<file path="config.mk">
export PLATFORM = sky130hd
export DESIGN_NAME = johnson_seq_ctrl
export DESIGN_NICKNAME = d
export VERILOG_FILES = /design/src/rtl/johnson_seq_ctrl.sv
export SDC_FILE = /design/constraint.sdc
export NUM_CORES = 1
export LEC_CHECK = 0
export ABC_AREA = 1
export CAP_MARGIN = 20
export CORE_UTILIZATION = 44
export CTS_CLUSTER_DIAMETER = 80
export CTS_CLUSTER_SIZE = 28
export DETAILED_ROUTE_END_ITERATION = 10
export GPL_TIMING_DRIVEN = 0
export PLACE_DENSITY = 0.73
export SLEW_MARGIN = 20
export SYNTH_ARGS = -nofsm -noshare
export SYNTH_HDL_FRONTEND = slang
export SYNTH_SLANG_ARGS = --single-unit
</file>
<file path="constraint.sdc">
create_clock -name clk -period 2.25 [get_ports clk]
set_input_delay 0.45 -clock clk [delete_from_list [all_inputs] [get_ports clk]]
set_output_delay 0.45 -clock clk [all_outputs]
set_load 0.02 [all_outputs]
</file>
<file path="src/rtl/johnson_seq_ctrl.sv">
// Command-driven Johnson (twisted-ring) phase sequencer.
// Accepts "step N times, forward or reverse" commands over valid/ready and
// supports pause, abort and a legality-checked preset load while idle.
module johnson_seq_ctrl #(
    parameter int WIDTH = 4,
    parameter int CNT_W = 8
) (
    input  logic             clk,
    input  logic             rst,
    input  logic             cmd_valid,
    output logic             cmd_ready,
    input  logic [CNT_W-1:0] cmd_steps,
    input  logic             cmd_dir,
    input  logic             pause,
    input  logic             abort,
    input  logic             ld,
    input  logic [WIDTH-1:0] ld_q,
    output logic [WIDTH-1:0] q,
    output logic             busy,
    output logic             done,
    output logic             aborted,
    output logic             err
);

    typedef enum logic {
        IDLE = 1'b0,
        RUN  = 1'b1
    } state_t;

    state_t             state, state_nxt;
    logic [WIDTH-1:0]   q_nxt;
    logic [CNT_W-1:0]   remaining, remaining_nxt;
    logic               dir, dir_nxt;
    logic               done_nxt;
    logic               aborted_nxt;
    logic               err_nxt;

    // A Johnson state has at most one 0/1 boundary between adjacent bits:
    // all-zero, all-one, or a run of ones anchored at either end.
    function automatic logic is_legal(input logic [WIDTH-1:0] v);
        int n;
        n = 0;
        for (int i = 0; i < WIDTH - 1; i++) begin
            if (v[i] != v[i+1]) n++;
        end
        return (n <= 1);
    endfunction

    // One twisted-ring step; reverse is the exact inverse of forward.
    function automatic logic [WIDTH-1:0] jstep(input logic [WIDTH-1:0] v,
                                               input logic             rev);
        if (rev) return {~v[0], v[WIDTH-1:1]};
        else     return {v[WIDTH-2:0], ~v[WIDTH-1]};
    endfunction

    // A load strobe takes priority over commands, so the handshake is withheld.
    assign cmd_ready = (state == IDLE) && !ld;
    assign busy      = (state == RUN);

    // Next-state, phase update and completion-pulse decode.
    always_comb begin
        state_nxt     = state;
        q_nxt         = q;
        remaining_nxt = remaining;
        dir_nxt       = dir;
        done_nxt      = 1'b0;
        aborted_nxt   = 1'b0;
        err_nxt       = err;
        case (state)
            IDLE: begin
                if (ld) begin
                    if (is_legal(ld_q)) begin
                        q_nxt = ld_q;
                    end else begin
                        q_nxt   = '0;
                        err_nxt = 1'b1;
                    end
                end else if (cmd_valid) begin
                    if (cmd_steps == '0) begin
                        // Zero-length run completes immediately without entering RUN.
                        done_nxt = 1'b1;
                    end else begin
                        dir_nxt       = cmd_dir;
                        remaining_nxt = cmd_steps;
                        state_nxt     = RUN;
                    end
                end
            end
            RUN: begin
                if (abort) begin
                    state_nxt   = IDLE;
                    aborted_nxt = 1'b1;
                end else if (!pause) begin
                    q_nxt         = jstep(q, dir);
                    remaining_nxt = remaining - CNT_W'(1);
                    if (remaining == CNT_W'(1)) begin
                        state_nxt = IDLE;
                        done_nxt  = 1'b1;
                    end
                end
            end
            default: state_nxt = IDLE;
        endcase
    end

    // Control and phase registers; reset wins over any run in progress.
    always_ff @(posedge clk) begin
        if (rst) begin
            state   <= IDLE;
            q       <= '0;
            done    <= 1'b0;
            aborted <= 1'b0;
            err     <= 1'b0;
        end else begin
            state   <= state_nxt;
            q       <= q_nxt;
            done    <= done_nxt;
            aborted <= aborted_nxt;
            err     <= err_nxt;
        end
    end

    // Run bookkeeping; only meaningful in RUN, so it needs no reset.
    always_ff @(posedge clk) begin
        remaining <= remaining_nxt;
        dir       <= dir_nxt;
    end

endmodule

</file>
==> impl_summary.md <==
Outcome
The flow ran to the end, and the final reports show no timing, DRC or antenna violations.

Die
After floorplanning, the core was divided into 17 placement rows. The area of the die is 2720 um2. The area inside the core boundary is 2300 um2. Once the floorplan was initialized, standard cells occupied 48.3% of the core. The top-level port count is 28.

The floorplan step set the die height to 52.2 um. Measured along the x axis, the die boundary spans 52.2 um.

Routing
Wire segments on met2 add up to 958 um in the final route. Detailed routing placed a total of 136 um of wire on met3. The total vias in the final route is 1058. The total iterations of the first detailed-routing run is 5. The routed metal-1 wirelength is 1.18 mm. Once detail routing completed, the nets flagged for antenna violations numbered 0. The sum of routed wire length over all layers is 2.32 mm. The remaining routing DRC violations is 0. In this run the top signal layer used is met4. The starting DRC count in detailed routing is 20. The wire length per cell after detailed routing is 10.5 um.

The per-cell via count in the routed design is 4.79.

Final layout
The area of combinational cells with multiple inputs is 542 um2. The finished cells cover 1440 um2. Once layout is complete, the utilization of the core stands at 62.8%. The final antenna diode count is 0.

The fill cell total of the finished layout is 213. The net total in the final layout is 215. The sequential cell area is 430 um2.

From synthesis to final layout, the design area changed by 30.1%. Of the cells placed in the final design, the portion with a size suffix greater than 1 is 7.77%.

Synthesis
In the post-synthesis netlist, the biggest area contributors are sky130_fd_sc_hd__edfxtp_1, sky130_fd_sc_hd__nand2_1, sky130_fd_sc_hd__dfxtp_1. The area share of the largest cell type after synthesis is 24.4%. A synthesized cell averages 6.84 um2. The number of standard cells after synthesis is 162. The number of distinct standard cells referenced by the synthesized netlist is 23. The largest area contributor in the netlist is sky130_fd_sc_hd__edfxtp_1.

The share of async-settable or async-resettable flops after synthesis is 0%. In the synthesized netlist the dominant register cell turns out to be sky130_fd_sc_hd__edfxtp_1. The number of storage elements in the synthesis netlist is 17. The number of nets handed over by synthesis was 183. For this run, the number of Yosys warnings is 0. In this run, synthesis inferred 9 flip-flops with an integrated enable. Of the synthesized area, sequential elements account for 38.8%. sky130_fd_sc_hd__nand2_1 is the most common cell in the netlist. The cell area after synthesis is 1110 um2. Counting instances in the post-synthesis netlist gives the leading cell types as sky130_fd_sc_hd__nand2_1, sky130_fd_sc_hd__nor2_1, sky130_fd_sc_hd__inv_1.

Pwr
Total power for the finished layout comes to 0.000736 W. In this run the power density over the cells is 510 nW/um2. For this design the static power due to leakage is 0.668 nW. IR analysis of the VDD net gives a maximum drop of 0.000341 V.

CTS
The number of buffers created by CTS is 3. The number of hold buffers added after CTS was 0. The CTS tree is yes. For the worst-skew pair, the clock arrives at the later sink with an insertion delay of 300 ps. The clock passes through at most 2 buffers. Once the clock tree was built, the resizer swapped 0 gates to a different size. The clock sink total is 17. Clock tree synthesis selected as its root buffer the cell sky130_fd_sc_hd__clkbuf_4.

The count of H-tree levels built during CTS is 1. The clock-pin slew on the worst setup and hold paths is 110 ps. The post-CTS setup-driven buffer insertion count is 0.

GRT
For this run the aggregate overflow at the end of global routing stands at 0. The initial antenna violation count is 0. The first global-routing pass estimated 3.87 mm of wire.

The pin count of the biggest net entering global routing is 11. The number of global-route vias before repair is 920. Global routing used 19.8% of the available tracks.

STA
The number of pins exceeding their max-slew limit in the final report is 0. The number of failing hold endpoints at the final stage is 0. The worst-margin pin slew is 820 ps. Setup total negative slack on the finished layout was measured at 0 ps.

The maximum clock frequency is 511 MHz. The final period demand of the worst path is 1960 ps. Setup repair after global routing left no endpoint under its margin. The normalized max-slew margin is 45.2%. Setup violations remaining at the end of the flow were counted as 0.

The ratio of final minimum period to clock period is 87.0%. The post-route clock skew is 1.27 ps.

Worst setup path
The type of destination of the critical path is a flip-flop. The critical path data required time is 2190 ps. The startpoint kind of the worst setup timing path is an input port. The worst register-to-register path has a setup slack of 440 ps. The maximum fanout along the worst path is 8. The category of the critical setup timing path is input port to flip-flop. At the worst endpoint, the arrival time is 1900 ps.

Placed design
Routability-driven placement finished with a final weighted congestion of 0.840. The wire-length estimate of the detail-placed layout is 1.83 mm. After detailed placement, the total cell area comes to 1410 um2.

Buffers placed on the I/O ports in this run total 27.

Worst hold path
The path class of the tightest hold or removal check is flip-flop to flip-flop.

Job
The max-capacitance violation count is 0.
[per-layer routing]
| layer | GRT usage [%] | vias to the layer above |
|---|---|---|
| li1 | - | 565 |
| met5 | 0 | - |
| met3 | 2.90 | 5 |
| met4 | 9.21 | 0 |
| met1 | 28.6 | 452 |
| met2 | 28.6 | 36 |
[per-stage QoR]
stage          cells  hold slack [ps]  worst slack [ps]
2_1_floorplan    162              519               617
3_3_place_gp     217              442             -33.5
3_5_place_dp     217              447             -48.8
4_1_cts          221              463              56.8
5_1_grt          221              496               153
6_report         221              457               292
[kinds of logic (layout without fill, tap and decap cells)]
logic type	count (synthesis)	count (layout)	synth area share (%)
and+or+nand+nor	92	92	36.1
buffers and inverters	31	62	12.3
xor gates and xnor gates	2	2	1.58
DFF	17	17	38.8
AOI/OAI and AO/OA	18	18	8.92
adders and majority gates	2	2	2.26
[power breakdown]
part	switching [W]	total [W]	leakage, nW	internal (W)
sequential	0.0000148	0.000367	0.150	0.000352
combinational	0.000104	0.000193	0.503	0.0000896
clock	0.000107	0.000176	0.0150	0.0000691
total	0.000226	0.000736	0.668	0.000511
[placed cells by master (no fill, tap or decap)]
cell,instances
sky130_fd_sc_hd__a21boi_1,1
sky130_fd_sc_hd__a21oi_1,8
sky130_fd_sc_hd__buf_2,2
sky130_fd_sc_hd__buf_6,2
sky130_fd_sc_hd__clkbuf_1,1
sky130_fd_sc_hd__clkbuf_4,3
sky130_fd_sc_hd__clkdlybuf4s50_1,26
sky130_fd_sc_hd__dfxtp_1,8
sky130_fd_sc_hd__dlymetal6s2s_1,1
sky130_fd_sc_hd__edfxtp_1,9
sky130_fd_sc_hd__ha_1,2
sky130_fd_sc_hd__inv_1,25
sky130_fd_sc_hd__inv_2,1
sky130_fd_sc_hd__inv_4,1
sky130_fd_sc_hd__nand2_1,49
sky130_fd_sc_hd__nand2_8,1
sky130_fd_sc_hd__nand3_1,10
sky130_fd_sc_hd__nand3_4,1
sky130_fd_sc_hd__nor2_1,28
sky130_fd_sc_hd__nor2_2,2
sky130_fd_sc_hd__nor2_4,1
sky130_fd_sc_hd__o211ai_1,1
sky130_fd_sc_hd__o21ai_0,6
sky130_fd_sc_hd__o21ai_1,1
sky130_fd_sc_hd__o21ai_2,1
sky130_fd_sc_hd__xnor2_1,1
sky130_fd_sc_hd__xor2_1,1
[cell type report]
class                           instances  share of cell area (%)
Buffer                                  4                    2.25
Clock buffer                            4                    1.82
Inverter                               27                    7.20
Multi-Input combinational cell        114                    37.6
Sequential cell                        17                    29.8
Tap cell                               28                    2.43
Timing Repair Buffer                   27                    18.9
[state kept, by name (all words and copies together), names as in the netlist]
name and flops:
err 1, dir 1, remaining 8, aborted 1, q 4, done 1, busy 1
[path summary, 6_finish.rpt]
kind         startpoint      endpoint  cells past startpoint
min reg2reg         err           err                      2
max reg2reg        busy  remaining[5]                      6
min                 err           err                      2
max                  ld  remaining[5]                      6
[worst max-delay path, stage by stage]
cell and delay (ps):
sky130_fd_sc_hd__clkdlybuf4s50_1 390, sky130_fd_sc_hd__inv_1 160, sky130_fd_sc_hd__nand2_8 80, sky130_fd_sc_hd__nor2_4 100
sky130_fd_sc_hd__o21ai_2 90, sky130_fd_sc_hd__a21boi_1 630
Power figures use the tool's default switching activity.
